File: src/rtl/branch_predictor_pkg.sv
// Shared types and helpers for the BTB-based branch predictor.
// Optional statistics counters are enabled with the BP_STATS_EN macro.
package branch_predictor_pkg;

    // Per-entry BTB fields (held as parallel arrays in the top):
    //   valid  : 1 bit, the only field cleared by reset/flush
    //   tag    : pc[XLEN-1:IDX+2]
    //   target : XLEN bits
    //   ctr    : COUNTER_BITS saturating direction counter

    // Which fields an accepted update writes this cycle
    typedef struct packed {
        logic set_valid;
        logic wr_tag;
        logic wr_target;
        logic wr_ctr;
    } btb_wr_t;

    // Index width derived from ENTRIES: index is pc[IDX+1:2]
    function automatic int unsigned idx_bits(input int unsigned entries);
        return $clog2(entries);
    endfunction

    // Tag width: everything above the index and the ignored byte-offset bits
    function automatic int unsigned tag_bits(input int unsigned xlen, input int unsigned entries);
        return xlen - $clog2(entries) - 2;
    endfunction

    // Strongly-taken counter value (all ones)
    function automatic int unsigned ctr_strong(input int unsigned cb);
        return (1 << cb) - 1;
    endfunction

    // Weakly-taken counter value (MSB only)
    function automatic int unsigned ctr_weak(input int unsigned cb);
        return 1 << (cb - 1);
    endfunction

endpackage

File: src/rtl/branch_predictor_sat_counter.sv
// Saturating up/down counter next-state logic; set_max has priority over inc/dec.
module branch_predictor_sat_counter #(
    parameter int unsigned WIDTH = 2
) (
    input  logic [WIDTH-1:0] cur,
    input  logic             inc,
    input  logic             dec,
    input  logic             set_max,
    output logic [WIDTH-1:0] next
);

    // Next value: force to max, or step once and clamp at either end
    always_comb begin
        next = cur;
        if (set_max) begin
            next = '1;
        end else if (inc) begin
            if (cur != '1) next = cur + WIDTH'(1);
        end else if (dec) begin
            if (cur != '0) next = cur - WIDTH'(1);
        end
    end

endmodule

File: src/rtl/branch_predictor.sv
// Dynamic branch predictor with BTB: same-cycle lookup, trained from MEM.
// Define BP_STATS_EN to build the branch/mispredict statistics counters.
module branch_predictor
    import branch_predictor_pkg::*;
#(
    parameter int unsigned XLEN         = 32,
    parameter int unsigned ENTRIES      = 16,
    parameter int unsigned COUNTER_BITS = 2
) (
    input  logic            clk,
    input  logic            rst,
    input  logic [XLEN-1:0] lookup_pc,
    output logic            predict_hit,
    output logic            predict_taken,
    output logic [XLEN-1:0] predict_target,
    input  logic            update_valid,
    input  logic [XLEN-1:0] update_pc,
    input  logic            update_taken,
    input  logic [XLEN-1:0] update_target,
    input  logic            update_is_jump,
    input  logic            update_is_jalr,
    input  logic            update_mispredict,
    input  logic            flush,
    output logic [31:0]     stat_branches,
    output logic [31:0]     stat_mispredicts
);

    localparam int unsigned IdxW = idx_bits(ENTRIES);
    localparam int unsigned TagW = tag_bits(XLEN, ENTRIES);
    localparam logic [COUNTER_BITS-1:0] CtrStrong = COUNTER_BITS'(ctr_strong(COUNTER_BITS));
    localparam logic [COUNTER_BITS-1:0] CtrWeak   = COUNTER_BITS'(ctr_weak(COUNTER_BITS));

    logic [ENTRIES-1:0]      valid_q, valid_d;
    logic [TagW-1:0]         tag_q    [ENTRIES];
    logic [XLEN-1:0]         target_q [ENTRIES];
    logic [COUNTER_BITS-1:0] ctr_q    [ENTRIES];

    logic [IdxW-1:0]         lk_idx, upd_idx;
    logic [TagW-1:0]         lk_tag, upd_tag;
    logic                    upd_hit, upd_redirect, upd_en;
    logic [COUNTER_BITS-1:0] ctr_next, ctr_d;
    btb_wr_t                 wr;

    // Byte-offset bits never take part in indexing or tagging
    logic unused_pc_bits;
    assign unused_pc_bits = ^{lookup_pc[1:0], update_pc[1:0]};

    assign lk_idx  = lookup_pc[IdxW+1:2];
    assign lk_tag  = lookup_pc[XLEN-1:IdxW+2];
    assign upd_idx = update_pc[IdxW+1:2];
    assign upd_tag = update_pc[XLEN-1:IdxW+2];

    // Combinational prediction from registered state (no update bypass)
    always_comb begin
        predict_hit    = valid_q[lk_idx] && (tag_q[lk_idx] == lk_tag);
        predict_taken  = predict_hit && ctr_q[lk_idx][COUNTER_BITS-1];
        predict_target = predict_hit ? target_q[lk_idx] : '0;
    end

    assign upd_hit      = valid_q[upd_idx] && (tag_q[upd_idx] == upd_tag);
    assign upd_redirect = update_taken || update_is_jump;
    assign upd_en       = update_valid && !update_is_jalr && !flush;

    branch_predictor_sat_counter #(
        .WIDTH(COUNTER_BITS)
    ) u_sat_counter (
        .cur    (ctr_q[upd_idx]),
        .inc    (update_taken && !update_is_jump),
        .dec    (!update_taken && !update_is_jump),
        .set_max(update_is_jump),
        .next   (ctr_next)
    );

    // Decide which fields of the indexed entry to write; flush beats any update
    always_comb begin
        valid_d = valid_q;
        wr      = '0;
        ctr_d   = ctr_next;
        if (flush) begin
            valid_d = '0;
        end else if (upd_en) begin
            if (upd_hit) begin
                wr.wr_ctr    = 1'b1;
                wr.wr_target = upd_redirect;
            end else if (upd_redirect) begin
                wr.set_valid     = 1'b1;
                wr.wr_tag        = 1'b1;
                wr.wr_target     = 1'b1;
                wr.wr_ctr        = 1'b1;
                valid_d[upd_idx] = 1'b1;
                ctr_d            = update_is_jump ? CtrStrong : CtrWeak;
            end
        end
    end

    // Table storage; only valid bits are reset, payload fields are left as-is
    always_ff @(posedge clk) begin
        if (rst) begin
            valid_q <= '0;
        end else begin
            valid_q <= valid_d;
            if (wr.wr_tag)    tag_q[upd_idx]    <= upd_tag;
            if (wr.wr_target) target_q[upd_idx] <= update_target;
            if (wr.wr_ctr)    ctr_q[upd_idx]    <= ctr_d;
        end
    end

`ifdef BP_STATS_EN
    logic [31:0] branches_q, branches_d;
    logic [31:0] mispredicts_q, mispredicts_d;

    // Saturating statistics; flush does not clear them
    always_comb begin
        branches_d    = branches_q;
        mispredicts_d = mispredicts_q;
        if (update_valid && !flush && (branches_q != '1)) begin
            branches_d = branches_q + 32'd1;
        end
        if (update_valid && update_mispredict && (mispredicts_q != '1)) begin
            mispredicts_d = mispredicts_q + 32'd1;
        end
    end

    // Statistics registers
    always_ff @(posedge clk) begin
        if (rst) begin
            branches_q    <= '0;
            mispredicts_q <= '0;
        end else begin
            branches_q    <= branches_d;
            mispredicts_q <= mispredicts_d;
        end
    end

    assign stat_branches    = branches_q;
    assign stat_mispredicts = mispredicts_q;
`else
    logic unused_mispredict;
    assign unused_mispredict = update_mispredict;
    assign stat_branches     = '0;
    assign stat_mispredicts  = '0;
`endif

endmodule

File: config.mk
export PLATFORM = sky130hd
export DESIGN_NAME = branch_predictor
export DESIGN_NICKNAME = d
export VERILOG_FILES = /design/src/rtl/branch_predictor_pkg.sv /design/src/rtl/branch_predictor_sat_counter.sv /design/src/rtl/branch_predictor.sv
export SDC_FILE = /design/constraint.sdc
export NUM_CORES = 1
export LEC_CHECK = 0
export ABC_AREA = 0
export CAP_MARGIN = 10
export CORE_ASPECT_RATIO = 1.5
export CORE_MARGIN = 5
export CORE_UTILIZATION = 44
export CTS_BUF_LIST = sky130_fd_sc_hd__clkbuf_8
export DETAILED_ROUTE_END_ITERATION = 10
export SETUP_SLACK_MARGIN = 0.1
export SYNTH_ARGS = -nofsm -noshare
export SYNTH_HDL_FRONTEND = slang
export SYNTH_SLANG_ARGS = --single-unit
File: constraint.sdc
create_clock -name clk -period 6.2 [get_ports clk]
set_input_delay 1.24 -clock clk [delete_from_list [all_inputs] [get_ports clk]]
set_output_delay 1.24 -clock clk [all_outputs]
set_load 0.03 [all_outputs]
[Word level (Yosys, flattened, before mapping)]
Memories as Yosys holds them, arrays and structs flattened.
Cells that the tools add are included.
Storage, ports and cells
  logic and storage cells: 61
  bits in latches: 0
  ROM bits: 0
  input port bits: 104
  flip-flop bits (word level): 16
  memories kept: 3
  output and inout port bits: 98
  RAM bits: 960
Memories
  target_q: words 16, bits a word 32, read ports 1, clocked after memory_dff 0, write ports 1, RTL line branch_predictor.sv:35  | logic [XLEN-1:0] target_q [ENTRIES];
  tag_q: words 16, bits a word 26, read ports 2, clocked after memory_dff 0, write ports 1, RTL line branch_predictor.sv:34  | logic [TagW-1:0] tag_q [ENTRIES];
  ctr_q: words 16, bits a word 2, read ports 2, clocked after memory_dff 0, write ports 1, RTL line branch_predictor.sv:36  | logic [COUNTER_BITS-1:0] ctr_q [ENTRIES];
Cells by class
  order comparisons: 3
  $mul: 0
  equal/unequal tests: 3
  bitwise logic cells: 2
  divide/modulo/power cells: 0
  multiplexer cells: 31
  add/sub/neg operators: 2
  reduce and logical (&&, ||, !) cells: 16
  shift-type cells: 0
Operators with widths (number)
  26-bit equality test: 2
  32-bit 2-to-1 mux: 1
  2-bit 2-to-1 mux: 10
  16-bit bitwise OR: 1
  1-bit 2-to-1 mux: 14
  4-bit by 5-bit less-than comparator with 1-bit output, second input constant: 2
  3-bit 2-to-1 mux: 3
  1-bit binary-select mux with 4-bit select: 2
  1-bit logical AND: 8
  1-bit demux with 4-bit select: 1
  4-bit by 1-bit greater-or-equal comparator with 1-bit output, second input constant: 1
  1-bit logical NOT: 4
  3-bit AND reduction: 1
  2-bit by 1-bit adder with 2-bit output, second input constant: 1
  2-bit != test, second input constant: 1
  2-bit nonzero test: 1
  2-bit OR reduction: 1
  2-bit by 1-bit subtractor with 2-bit output, second input constant: 1
  1-bit logical OR: 1
  1-bit NOT: 1

[Depth between registers and ports, before layout]
An unclocked memory read counts as a cell.
  depth after elaboration: 10
  gate-level depth with buffers: 14
  gate-level depth less buffers: 8

[Hierarchy]
Synthesis repeated with hierarchy kept, for this count alone.
Unflattened totals
  cell total of the unflattened synthesis: 2030
  area, all modules: 42401.9 µm²
By module, submodules not included
  branch_predictor: sequential area each 29148.0 µm², times used 1, area each 42354.4 µm², cells an instance 2022
  branch_predictor_sat_counter: sequential area each 0.0 µm², times used 1, area each 47.5 µm², cells an instance 8

[Least setup slack after synthesis]
OpenSTA, ideal clock, no wires.
  path kind: input to output
  from: input lookup_pc[2]
  to: output predict_target[10]
  cell stages on the path: 13
  arrival time: 4382 ps
  buffers on the path: 6
  required time: 4960 ps
  slack: 578 ps
  cell sequence: buf_2 -> buf_4 -> buf_2 -> buf_2 -> mux4_2 -> mux2i_1 -> o21ai_0 -> o21ai_0 -> o2111ai_1 -> or4_1 -> buf_2 -> buf_4 -> nor2b_1
On the way
  longest elaborated chain between the ends: 4
  elaborated cells on any way between the ends: 7
  classes of those cells: eq/ne (1); mux (3); reduce/logical (1); memory (2)
Ends and longest elaborated chain
  from (decl): RTL line branch_predictor.sv:12  | input logic [XLEN-1:0] lookup_pc,
  memory read 16 x 26 bit / 1-bit binary-select mux with 4-bit select (equally long branches)
  26-bit equality test / 1-bit 2-to-1 mux (equally long branches): RTL line branch_predictor.sv:55  | predict_hit = valid_q[lk_idx] && (tag_q[lk_idx] == lk_tag);
  1-bit logical AND: RTL line branch_predictor.sv:55
  32-bit 2-to-1 mux *: RTL line branch_predictor.sv:57  | predict_target = predict_hit ? target_q[lk_idx] : '0;
  to (decl): RTL line branch_predictor.sv:15  | output logic [XLEN-1:0] predict_target,
Mark *: on every way between the ends. The rest lies on a longest branch, timed or not. The select of a mux whose other input is x is not followed.

[Final worst setup path]
  from: input lookup_pc[2]
  to: output predict_target[7]
Same word-level chain as after synthesis.

==> impl_results.md <==
* Status: completed
* Crit path capture type: output port
* Yosys reg bits at 976
* First-pass GRT wire length at roughly 170000 um
* Starting Density at 44.1%
* CTS Sinks at 976
* Final hold viol count at 0
* Most common cell in the netlist: edfxtp_1
* Dpl cells at between 3000 and 4000
* Post-DRT Antenna Nets at 0
* Met2 routed WL at 60700 um
* Critical path cell sequence: buf_8, buf_12, mux4_2, mux4_2, xor2_1, nor4_2, buf_4, nand4_1, or4_4, buf_12, nor2b_1, buf_12
* Router iterations before antenna repair at 7
* Routed via count at 22524
* Tot Pwr at 0.0133 W
* Core area at a little under 100000 sq um
* I/O pin cnt at about 200
* Area leader, netlist: edfxtp_1
* Distinct cell type count after synthesis at 68
* Share of the synthesized area in the top cell type at 67.6%
* Post-layout minimum cycle time at 5970 ps
* Cell area after synthesis at 42700 sq um
* Final design utilization at 50.8%
* Cell area after layout at about 50000 sq um
* Hold Crit Class: reg -> reg
* Highest Signal Layer: met5
* Cell Pwr Density at 272 nW/um^2
* WL/cell at slightly above 30 um
* EDFF count, synth at 960
* Most frequent CP cell: buf_12
* Drt drc at 0
* P_leak at approximately 16 nW
* Max H-tree Level at 4
* Number of core rows at 140
* Hold_ws at 469 ps
* M1 wire length at roughly 43000 um
* Detailed-placement wirelength estimate at 71000 um
* Die area at ~100000 sq um
* Worst path slowest cell: or4_4
* Avg Inst Size Synth at roughly 20 sq um
* Maxcap violations at 0
* Unrepaired setup endpoints after global routing: false
* Total Nets Final at 2489
* Area after detailed placement at 46200 sq um
* All-Layer GR Usage at 22.3%
* RD Place Congestion at 0.895
* Slowest stage delay, CP at approximately 600 ps
* Share of layout cells above drive strength 1 at 31.7%
* Commonest cells post-synth: 960 x edfxtp_1, 367 x mux4_2, 107 x mux2i_1
* Die Y at 391 um
* Routed wire length at 115000 um
* Slew margin rel. at 26.4%
* Hold_buf cts at 0
* IR drop worst, VDD at roughly 0.0002 V
* Period utilisation layout at 96.2%
* Sequential-to-total area share from yosys stat at ~68%
* Area growth from synthesis to layout at 15.0%
* Routed wl met3 at between 6000 and 7000 um
* Share of synthesized flip-flops with an asynchronous set or reset at 0%
* Vias/cell at between 5 and 6
* Max Slew Vio Count at 0
* Synth Flop Type: edfxtp_1
* Initial antenna violation count at 8
* Fin cells at 3771
* Die width at ~260 um
* Root buffer cell: clkbuf_8
* CTS clk-pin slew, worst paths at 60 ps
* Largest net degree at the start of global routing at 97
* CTS buffer count at 151
* Port Buf Inserts at 132
* Vias in the first global route at roughly 24000
* TritonCTS clock tree: built
* Fmax at roughly 170 MHz
* Final setup vio count at 0
* Critical Path RT at 4960 ps
* Ranking of synthesized cells by area: edfxtp_1 68%, mux4_2 19%, mux2i_1 2.5%, buf_4 1.4%, dfxtp_1 0.75%
* First DRT Iteration DRCs at about 2100
* Worst-margin pin slew at 1100 ps
* CP Data Arrival Time at 4730 ps
* Startpoint types: input pin
* Synth warn at 0
* Layout Skew at ~24 ps
* Synth Instances at 2105
* Grt ovf at 0
* Crit path max fanout at 34
* Skew-Pair Late Insertion Delay at 850 ps
* Crit Path Category: in -> out
* CTS Buffer Depth at 3
worst paths after layout:
check	from	endpoint	slack, ps	depth (start not counted)
hold / removal	valid_q[7]	valid_q[7]	470	2
setup / recovery	lookup_pc[2]	predict_target[7]	230	12
hold reg to reg	valid_q[7]	valid_q[7]	470	2
setup reg to reg	tag_q[7][5]	ctr_q[15][1]	2100	11
power breakdown:
part | total [W] | internal, W | switching (W)
combinational | 0.00103 | 0.000438 | 0.000588
clock | 0.00503 | 0.00251 | 0.00253
sequential | 0.00727 | 0.00727 | 0.00000665
area by class of cell:
cell class	instances	area, sq um
clock inverters	107	677
diodes	3	7.51
clock buffers	151	2080
well taps	1278	1600
multi-input cells	974	12700
fillers	7891	47600
inverters	27	101
repair buffers	255	2780
flip-flops and latches	976	29100
state kept, by name, summed over array words and instances, names as in the netlist:
| register | count |
|---|---|
| tag_q | 416 |
| valid_q | 16 |
| target_q | 512 |
| ctr_q | 32 |
what timing repair did:
| action | in CTS | in global routing |
|---|---|---|
| setup endpoints to repair | 34 | 0 |
| setup buffers | 4 | 0 |
| resized for setup | 13 | 0 |
per-stage QoR:
stage / setup slack [ps] / TNS, ps
floorplan: 578 / 0
global placement: -176 / -3880
detailed placement: -136 / -1910
CTS: 221 / 0
global route: 146 / 0
finish: 235 / 0
critical path: cells and delay by family:
kind                   cells  cell delay [ps]
AND/OR/NAND/NOR            4             1310
multiplexers               2             1020
buffers and inverters      5              920
XOR/XNOR                   1              170
cells in the final DEF, fill, tap and decap left out, types with 17 or more instances in the layout:
cell type	instances
clkbuf_8	151
xnor2_1	20
nor2_1	17
a22oi_1	24
inv_1	68
clkinv_1	28
mux2_2	24
mux2i_1	107
conb_1	64
xor2_1	28
a211oi_1	17
buf_4	111
o21ai_0	19
buf_12	46
mux4_2	367
o22ai_1	17
clkdlybuf4s50_1	91
nor2b_1	30
nand2_1	51
edfxtp_1	960
logic make-up after synthesis:
family                   synth area share, %
buffers and inverters                   2.96
adder cells (fa/ha/maj)               0.0469
other                                0.00879
XOR/XNOR                               0.985
AO/OA/AOI/OAI                           2.86
multiplexers                            22.5
AND/OR/NAND/NOR                         2.32
flip-flops                              68.3
routing by layer:
metal | vias up | track usage [%]
met2 | 876 | 39.0
met4 | 4 | 9.91
met3 | 249 | 4.02
met1 | 12011 | 27.1
li1 | 9384 | -
met5 | - | 0
Power figures use the tool's default switching activity.
